--- src/rtl/fifo_bank4_if.sv ---
// Bus bundle for fifo_bank4: push side, per-channel pop/read side and the
// status flags. The master modport is the traffic source/sink; the slave
// modport is the FIFO bank itself.
interface fifo_bank4_if #(
   parameter int DATA_WIDTH = 10
);
   logic                  push;
   logic [DATA_WIDTH-1:0] data_in;
   logic                  pop0, pop1, pop2, pop3;
   logic [DATA_WIDTH-1:0] data_out0, data_out1, data_out2, data_out3;
   logic                  valid_out0, valid_out1, valid_out2, valid_out3;
   logic                  empty0, empty1, empty2, empty3;
   logic                  full0, full1, full2, full3;
   logic                  almost_full0, almost_full1, almost_full2, almost_full3;
   logic                  pause;
   logic                  err;

   modport master (
      output push, data_in, pop0, pop1, pop2, pop3,
      input  data_out0, data_out1, data_out2, data_out3,
      input  valid_out0, valid_out1, valid_out2, valid_out3,
      input  empty0, empty1, empty2, empty3,
      input  full0, full1, full2, full3,
      input  almost_full0, almost_full1, almost_full2, almost_full3,
      input  pause, err
   );

   modport slave (
      input  push, data_in, pop0, pop1, pop2, pop3,
      output data_out0, data_out1, data_out2, data_out3,
      output valid_out0, valid_out1, valid_out2, valid_out3,
      output empty0, empty1, empty2, empty3,
      output full0, full1, full2, full3,
      output almost_full0, almost_full1, almost_full2, almost_full3,
      output pause, err
   );
endinterface

--- src/rtl/fifo_bank4.sv ---
// fifo_bank4: four independent circular FIFOs; incoming words are routed by
// their top two bits. Per-channel pops return registered data with a
// one-cycle valid pulse. Flags derive combinationally from registered
// occupancy, so push-when-full is judged on pre-edge state.
// Optional feature: define OVERFLOW_ERR_EN for a sticky overflow error flag;
// otherwise err is tied low and overflowing words are simply dropped.
module fifo_bank4 #(
   parameter int DATA_WIDTH = 10,
   parameter int ADDR_WIDTH = 3,
   parameter int AF_THRESH  = 6
) (
   input  logic            clk,
   input  logic            reset_L,
   fifo_bank4_if.slave     bus
);
   localparam int DEPTH = 1 << ADDR_WIDTH;
   localparam int OW    = ADDR_WIDTH + 1;

   logic [DATA_WIDTH-1:0] mem_q [4][DEPTH];
   logic [ADDR_WIDTH-1:0] wr_ptr_q [4], wr_ptr_d [4];
   logic [ADDR_WIDTH-1:0] rd_ptr_q [4], rd_ptr_d [4];
   logic [OW-1:0]         occ_q [4], occ_d [4];
   logic [DATA_WIDTH-1:0] dout_q [4], dout_d [4];
   logic [3:0]            vout_q, vout_d;

   logic [1:0] dest;
   logic [3:0] pop_v, empty_v, full_v, af_v, do_push, do_pop;

   assign dest  = bus.data_in[DATA_WIDTH-1:DATA_WIDTH-2];
   assign pop_v = {bus.pop3, bus.pop2, bus.pop1, bus.pop0};

   // status flags from registered occupancy
   always_comb begin
      empty_v = '0;
      full_v  = '0;
      af_v    = '0;
      for (int n = 0; n < 4; n++) begin
         empty_v[n] = (occ_q[n] == '0);
         full_v[n]  = (occ_q[n] == OW'(DEPTH));
         af_v[n]    = (occ_q[n] >= OW'(AF_THRESH));
      end
   end

   // per-channel accept decisions and next-state pointers/occupancy/read data
   always_comb begin
      do_push = '0;
      do_pop  = '0;
      vout_d  = '0;
      for (int n = 0; n < 4; n++) begin
         do_push[n]  = bus.push && (dest == 2'(n)) && !full_v[n];
         do_pop[n]   = pop_v[n] && !empty_v[n];
         wr_ptr_d[n] = wr_ptr_q[n] + ADDR_WIDTH'(do_push[n]);
         rd_ptr_d[n] = rd_ptr_q[n] + ADDR_WIDTH'(do_pop[n]);
         occ_d[n]    = occ_q[n] + OW'(do_push[n]) - OW'(do_pop[n]);
         dout_d[n]   = do_pop[n] ? mem_q[n][rd_ptr_q[n]] : dout_q[n];
         vout_d[n]   = do_pop[n];
      end
   end

   // storage array; contents are don't-care until written, so no reset
   always_ff @(posedge clk) begin
      for (int n = 0; n < 4; n++) begin
         if (do_push[n]) mem_q[n][wr_ptr_q[n]] <= bus.data_in;
      end
   end

   // control state registers
   always_ff @(posedge clk or negedge reset_L) begin
      if (!reset_L) begin
         for (int n = 0; n < 4; n++) begin
            wr_ptr_q[n] <= '0;
            rd_ptr_q[n] <= '0;
            occ_q[n]    <= '0;
            dout_q[n]   <= '0;
         end
         vout_q <= '0;
      end else begin
         for (int n = 0; n < 4; n++) begin
            wr_ptr_q[n] <= wr_ptr_d[n];
            rd_ptr_q[n] <= rd_ptr_d[n];
            occ_q[n]    <= occ_d[n];
            dout_q[n]   <= dout_d[n];
         end
         vout_q <= vout_d;
      end
   end

`ifdef OVERFLOW_ERR_EN
   logic err_q, err_d;
   assign err_d = err_q | (bus.push & full_v[dest]);

   // sticky overflow flag, cleared only by reset
   always_ff @(posedge clk or negedge reset_L) begin
      if (!reset_L) err_q <= 1'b0;
      else          err_q <= err_d;
   end

   assign bus.err = err_q;
`else
   assign bus.err = 1'b0;
`endif

   assign bus.data_out0    = dout_q[0];
   assign bus.data_out1    = dout_q[1];
   assign bus.data_out2    = dout_q[2];
   assign bus.data_out3    = dout_q[3];
   assign bus.valid_out0   = vout_q[0];
   assign bus.valid_out1   = vout_q[1];
   assign bus.valid_out2   = vout_q[2];
   assign bus.valid_out3   = vout_q[3];
   assign bus.empty0       = empty_v[0];
   assign bus.empty1       = empty_v[1];
   assign bus.empty2       = empty_v[2];
   assign bus.empty3       = empty_v[3];
   assign bus.full0        = full_v[0];
   assign bus.full1        = full_v[1];
   assign bus.full2        = full_v[2];
   assign bus.full3        = full_v[3];
   assign bus.almost_full0 = af_v[0];
   assign bus.almost_full1 = af_v[1];
   assign bus.almost_full2 = af_v[2];
   assign bus.almost_full3 = af_v[3];
   assign bus.pause        = |af_v;
endmodule

--- src/flat_wrapper.sv ---
// flat-port wrapper written by rule: the top's interface ports become plain ports
module fifo_bank4_flat 
#(
   parameter int DATA_WIDTH = 10,
   parameter int ADDR_WIDTH = 3,
   parameter int AF_THRESH  = 6
)
  (clk, reset_L, bus_push, bus_data_in, bus_pop0, bus_pop1, bus_pop2, bus_pop3, bus_data_out0, bus_data_out1, bus_data_out2, bus_data_out3, bus_valid_out0, bus_valid_out1, bus_valid_out2, bus_valid_out3, bus_empty0, bus_empty1, bus_empty2, bus_empty3, bus_full0, bus_full1, bus_full2, bus_full3, bus_almost_full0, bus_almost_full1, bus_almost_full2, bus_almost_full3, bus_pause, bus_err);
  fifo_bank4_if #(.DATA_WIDTH(DATA_WIDTH)) bus_i ();
  input  logic clk;
  input  logic reset_L;
  input wire logic [$bits(bus_i.push)-1:0] bus_push;
  input wire logic [$bits(bus_i.data_in)-1:0] bus_data_in;
  input wire logic [$bits(bus_i.pop0)-1:0] bus_pop0;
  input wire logic [$bits(bus_i.pop1)-1:0] bus_pop1;
  input wire logic [$bits(bus_i.pop2)-1:0] bus_pop2;
  input wire logic [$bits(bus_i.pop3)-1:0] bus_pop3;
  output wire logic [$bits(bus_i.data_out0)-1:0] bus_data_out0;
  output wire logic [$bits(bus_i.data_out1)-1:0] bus_data_out1;
  output wire logic [$bits(bus_i.data_out2)-1:0] bus_data_out2;
  output wire logic [$bits(bus_i.data_out3)-1:0] bus_data_out3;
  output wire logic [$bits(bus_i.valid_out0)-1:0] bus_valid_out0;
  output wire logic [$bits(bus_i.valid_out1)-1:0] bus_valid_out1;
  output wire logic [$bits(bus_i.valid_out2)-1:0] bus_valid_out2;
  output wire logic [$bits(bus_i.valid_out3)-1:0] bus_valid_out3;
  output wire logic [$bits(bus_i.empty0)-1:0] bus_empty0;
  output wire logic [$bits(bus_i.empty1)-1:0] bus_empty1;
  output wire logic [$bits(bus_i.empty2)-1:0] bus_empty2;
  output wire logic [$bits(bus_i.empty3)-1:0] bus_empty3;
  output wire logic [$bits(bus_i.full0)-1:0] bus_full0;
  output wire logic [$bits(bus_i.full1)-1:0] bus_full1;
  output wire logic [$bits(bus_i.full2)-1:0] bus_full2;
  output wire logic [$bits(bus_i.full3)-1:0] bus_full3;
  output wire logic [$bits(bus_i.almost_full0)-1:0] bus_almost_full0;
  output wire logic [$bits(bus_i.almost_full1)-1:0] bus_almost_full1;
  output wire logic [$bits(bus_i.almost_full2)-1:0] bus_almost_full2;
  output wire logic [$bits(bus_i.almost_full3)-1:0] bus_almost_full3;
  output wire logic [$bits(bus_i.pause)-1:0] bus_pause;
  output wire logic [$bits(bus_i.err)-1:0] bus_err;
  assign bus_i.push = bus_push;
  assign bus_i.data_in = bus_data_in;
  assign bus_i.pop0 = bus_pop0;
  assign bus_i.pop1 = bus_pop1;
  assign bus_i.pop2 = bus_pop2;
  assign bus_i.pop3 = bus_pop3;
  assign bus_data_out0 = bus_i.data_out0;
  assign bus_data_out1 = bus_i.data_out1;
  assign bus_data_out2 = bus_i.data_out2;
  assign bus_data_out3 = bus_i.data_out3;
  assign bus_valid_out0 = bus_i.valid_out0;
  assign bus_valid_out1 = bus_i.valid_out1;
  assign bus_valid_out2 = bus_i.valid_out2;
  assign bus_valid_out3 = bus_i.valid_out3;
  assign bus_empty0 = bus_i.empty0;
  assign bus_empty1 = bus_i.empty1;
  assign bus_empty2 = bus_i.empty2;
  assign bus_empty3 = bus_i.empty3;
  assign bus_full0 = bus_i.full0;
  assign bus_full1 = bus_i.full1;
  assign bus_full2 = bus_i.full2;
  assign bus_full3 = bus_i.full3;
  assign bus_almost_full0 = bus_i.almost_full0;
  assign bus_almost_full1 = bus_i.almost_full1;
  assign bus_almost_full2 = bus_i.almost_full2;
  assign bus_almost_full3 = bus_i.almost_full3;
  assign bus_pause = bus_i.pause;
  assign bus_err = bus_i.err;
  fifo_bank4 #(.DATA_WIDTH(DATA_WIDTH), .ADDR_WIDTH(ADDR_WIDTH), .AF_THRESH(AF_THRESH)) u_core (.clk(clk), .reset_L(reset_L), .bus(bus_i));
endmodule
--- config.mk ---
export PLATFORM = sky130hd
export DESIGN_NAME = fifo_bank4_flat
export DESIGN_NICKNAME = d
export VERILOG_FILES = /design/src/rtl/fifo_bank4_if.sv /design/src/rtl/fifo_bank4.sv /design/src/flat_wrapper.sv
export SDC_FILE = /design/constraint.sdc
export NUM_CORES = 1
export LEC_CHECK = 0
export ABC_CLOCK_PERIOD_IN_PS = 6190
export BUFFER_PORTS_ARGS = -buffer_cell sky130_fd_sc_hd__buf_2
export CAP_MARGIN = 30
export CORE_ASPECT_RATIO = 0.7
export CORE_UTILIZATION = 65
export DETAILED_ROUTE_END_ITERATION = 8
export PLACE_DENSITY = 0.81
export SETUP_SLACK_MARGIN = 0.05
export SKIP_CTS_REPAIR_TIMING = 1
export SLEW_MARGIN = 20
export SYNTH_ARGS = -nofsm -noshare
export SYNTH_HDL_FRONTEND = slang
export SYNTH_SLANG_ARGS = --single-unit
export TNS_END_PERCENT = 5
--- constraint.sdc ---
create_clock -name clk -period 6.19 [get_ports clk]
set_input_delay 0.3095 -clock clk [delete_from_list [all_inputs] [get_ports clk]]
set_output_delay 0.3095 -clock clk [all_outputs]
set_load 0.01 [all_outputs]
==> metrics.md <==
| Metric | Value |
|---|---|
| YS warnings | 0 |
| First-pass iteration count of the detailed router | 5 |
| Worst Tran Pin Value | 0.9674 ns |
| Peak VDD IR | 0.3251 mV |
| CTS root buffer | clkbuf_16 |
| Count of different cell masters after synthesis | 43 |
| Via count of the routed design | 8920 |
| Leading post-synthesis cells by cell area | edfxtp_1, dfrtp_1, mux2i_1, mux2_1, ha_1 |
| Max Cap Viol | 0 |
| Worst EP required | 6.61 ns |
| First-pass GRT wire length | 51960 um |
| Slew Viols, Final | 0 |
| Leak Pwr | 6.989 nW |
| Fmax | 331.8 MHz |
| Post-layout min period | 3.014 ns |
| Seq cells post-synth | 404 |
| Fin cells | 1433 |
| Nets | 1142 |
| CTS tree | done |
| Port bufs | 73 |
| Fillers | 1438 |
| Critical Path AT | 3.43 ns |
| Post-synth top area cell | edfxtp_1 |
| Core area | 24740 um^2 |
| Final Setup Violations | 0 |
| Simple-gate area share of the yosys netlist | 3.283% |
| Syn Nets | 1036 |
| Slew headroom | 35.27% |
| Largest family of logic cells by synthesized area | multiplexers |
| Met2 routed WL | 15820 um |
| Die area | 25920 um^2 |
| H-tree Lvls | 2 |
| Sequential share of the synthesized area | 71.29% |
| Post-synthesis mux area share | 10.36% |
| Final Cell Area | 18470 um^2 |
| Largest net degree at the start of global routing | 45 |
| Post-synth top area share | 58.49% |
| WHS | 0.2414 ns |
| Post-Syn Area | 16430 um^2 |
| P per Cell Area | 452.4 nW/um^2 |
| Crit end category | flop |
| Crit share post-route | 48.68% |
| Final RePlAce weighted congestion | 0.8314 |
| Layout cells sized above 1 | 20.13% |
| Post-DRT Antenna Nets | 0 |
| Remaining Overflow, GRT | 0 |
| Num ports | 75 |
| Total Power | 8.354 mW |
| DP Cell Count | 1348 |
| Initial antenna violation count | 2 |
| Dpl cell area | 17100 um^2 |
| Starting Density | 66.39% |
| Skew-Pair Late Insertion Delay | 0.53 ns |
| Worst min path class | in -> reg |
| WL/cell | 23.63 um |
| Global Route Usage Sum | 27.14% |
| Final wirelength | 33860 um |
| Crit path max fanout | 12 |
| Post-Route M1 WL | 15490 um |
| FP Rows | 48 |
| Post-Synth XOR/XNOR Area | 0.9063% |
| Clock Tree Buf Depth | 3 |
| DRC Markers | 0 |
| ANT cells | 0 |
| Post-Synth Adder-Cell Area | 3.686% |
| Vias in the first global route | 8996 |
| DIE HEIGHT | 135.0 um |
| Cts bufs inserted | 37 |
| Vias per cell | 6.225 |
| RSZ-0062 raised after global routing | no |
| Worst setup SP type | flop |
| Reg2Reg Setup Slack | 3.18 ns |
| Clock transition at path regs | 0.06 ns |
| Total Neg Setup Slack | 0 ns |
| Initial DRC count | 805 |
| WL met3 | 1984 um |
| Cells after Synth | 973 |
| Syn Area/Cell | 16.88 um^2 |
| HPWL after DPL | 20700 um |
| WS Path Type | reg -> reg |
| Hold Vio Cnt, Final | 0 |
| Synth Area in Compound Gates | 7.921% |
| Area grow syn2layout | 12.41% |
| Final Skew | 0.02055 ns |
| Die Wd | 192.0 um |
| Outcome | complete, no violations |
| Max Used Layer | met5 |
| Clock tree sinks | 404 |
==> cell usage in the layout (no fill, tap or decap), types with 34 or more instances in the layout <==
| cell type | instances |
|---|---|
| ha_1 | 42 |
| mux2i_1 | 80 |
| mux2_1 | 58 |
| o22ai_1 | 40 |
| buf_2 | 72 |
| clkbuf_16 | 39 |
| inv_1 | 34 |
| a22o_1 | 40 |
| dfrtp_1 | 80 |
| edfxtp_1 | 320 |
| o21ai_0 | 41 |
==> worst max-delay path, stage by stage (launching register included) <==
cell and delay, ns:
dfrtp_1 0.38, inv_1 0.11, ha_1 0.16, nor3b_1 0.25
buf_4 0.22, nand2b_1 0.55, inv_2 0.11, ha_1 0.31
inv_1 0.04, ha_1 0.21, fa_1 0.39, xor2_1 0.17
==> path summary, 6_finish.rpt <==
path | startpoint | to | depth (start not counted)
worst max register to register | u_core.occ_q[10] | u_core.occ_q[10] | 11
worst max-delay path | u_core.occ_q[10] | u_core.occ_q[10] | 11
max in group asynchronous | reset_L | u_core.rd_ptr_q[3] | 3
min in group asynchronous | reset_L | u_core.bus.data_out3[3] | 2
worst min register to register | u_core.wr_ptr_q[2] | u_core.wr_ptr_q[2] | 1
worst min-delay path | bus_pop0 | u_core.occ_q[12] | 3
==> synthesized netlist by cell type <==
cell type / count
and3b_1: 1
inv_1: 34
conb_1: 1
edfxtp_1: 320
xor2_1: 13
clkbuf_1: 8
buf_12: 1
xnor2_1: 4
o31ai_1: 11
nor3_1: 8
nor2b_1: 5
clkinv_1: 1
ha_1: 42
mux2i_1: 80
or3_1: 2
nand2b_1: 16
a21oi_1: 4
o22ai_1: 40
buf_1: 5
nor3b_2: 2
inv_2: 4
or4_4: 1
nand2_1: 17
and2_1: 1
dfrtp_1: 84
o31ai_2: 29
o21ai_0: 41
buf_2: 5
nor3b_1: 6
a21o_1: 4
or4b_4: 1
mux2_1: 58
nand3_1: 2
mux2_2: 22
nor3_2: 1
or3b_1: 3
nor2_1: 30
buf_6: 9
a22o_1: 40
nand3b_1: 2
fa_1: 4
or4_1: 1
buf_4: 10
==> routing by layer <==
layer	global-route usage (%)	vias to the layer above
met5	0	-
met4	7.437	2
met3	4.184	35
met2	41.60	287
met1	41.14	4642
li1	-	3954
==> state kept, by name (all words and copies together), names as in the netlist <==
| register | count |
|---|---|
| u_core.mem_q | 320 |
| u_core.occ_q | 16 |
| u_core.rd_ptr_q | 12 |
| u_core.wr_ptr_q | 12 |
| u_core.bus.data_out0 | 10 |
| u_core.bus.data_out1 | 10 |
| u_core.bus.data_out2 | 10 |
| u_core.bus.data_out3 | 10 |
| u_core.vout_q | 4 |
==> layout make-up <==
class	instances	area [um^2]	area share, %
clock buffers	54	1092	5.915
clock inverters	14	147.6	0.7995
inverters	39	146.4	0.7927
multi-input cells	492	4300	23.29
flip-flops and latches	404	11720	63.44
well taps	325	406.6	2.202
repair buffers	105	658.1	3.564
==> kinds of logic (layout without fill, tap and decap cells) <==
group                      count (synthesis)  after routing
DFF                                      404            404
AOI/OAI and AO/OA                        169            169
and+or+nand+nor                           99             99
other                                      1              1
buffers and inverters                     77            212
adders and majority gates                 46             46
xor gates and xnor gates                  17             17
muxes                                    160            160
==> stage by stage <==
step | setup WS (ns) | util (%)
after floorplan | 3.748 | -
after global placement | 3.139 | 68.79
after detailed placement | 2.962 | 69.11
after CTS | 2.953 | 74.12
after global routing | 2.995 | 74.64
final | 3.176 | 74.64
==> power by group <==
part	switching (mW)	leakage [nW]	internal [mW]
Combinational	1.32	2.50	1.04
Sequential	0.379	3.87	3.31
Clock	0.953	0.612	1.36
Note: power is estimated with default switching activity, not from simulation.
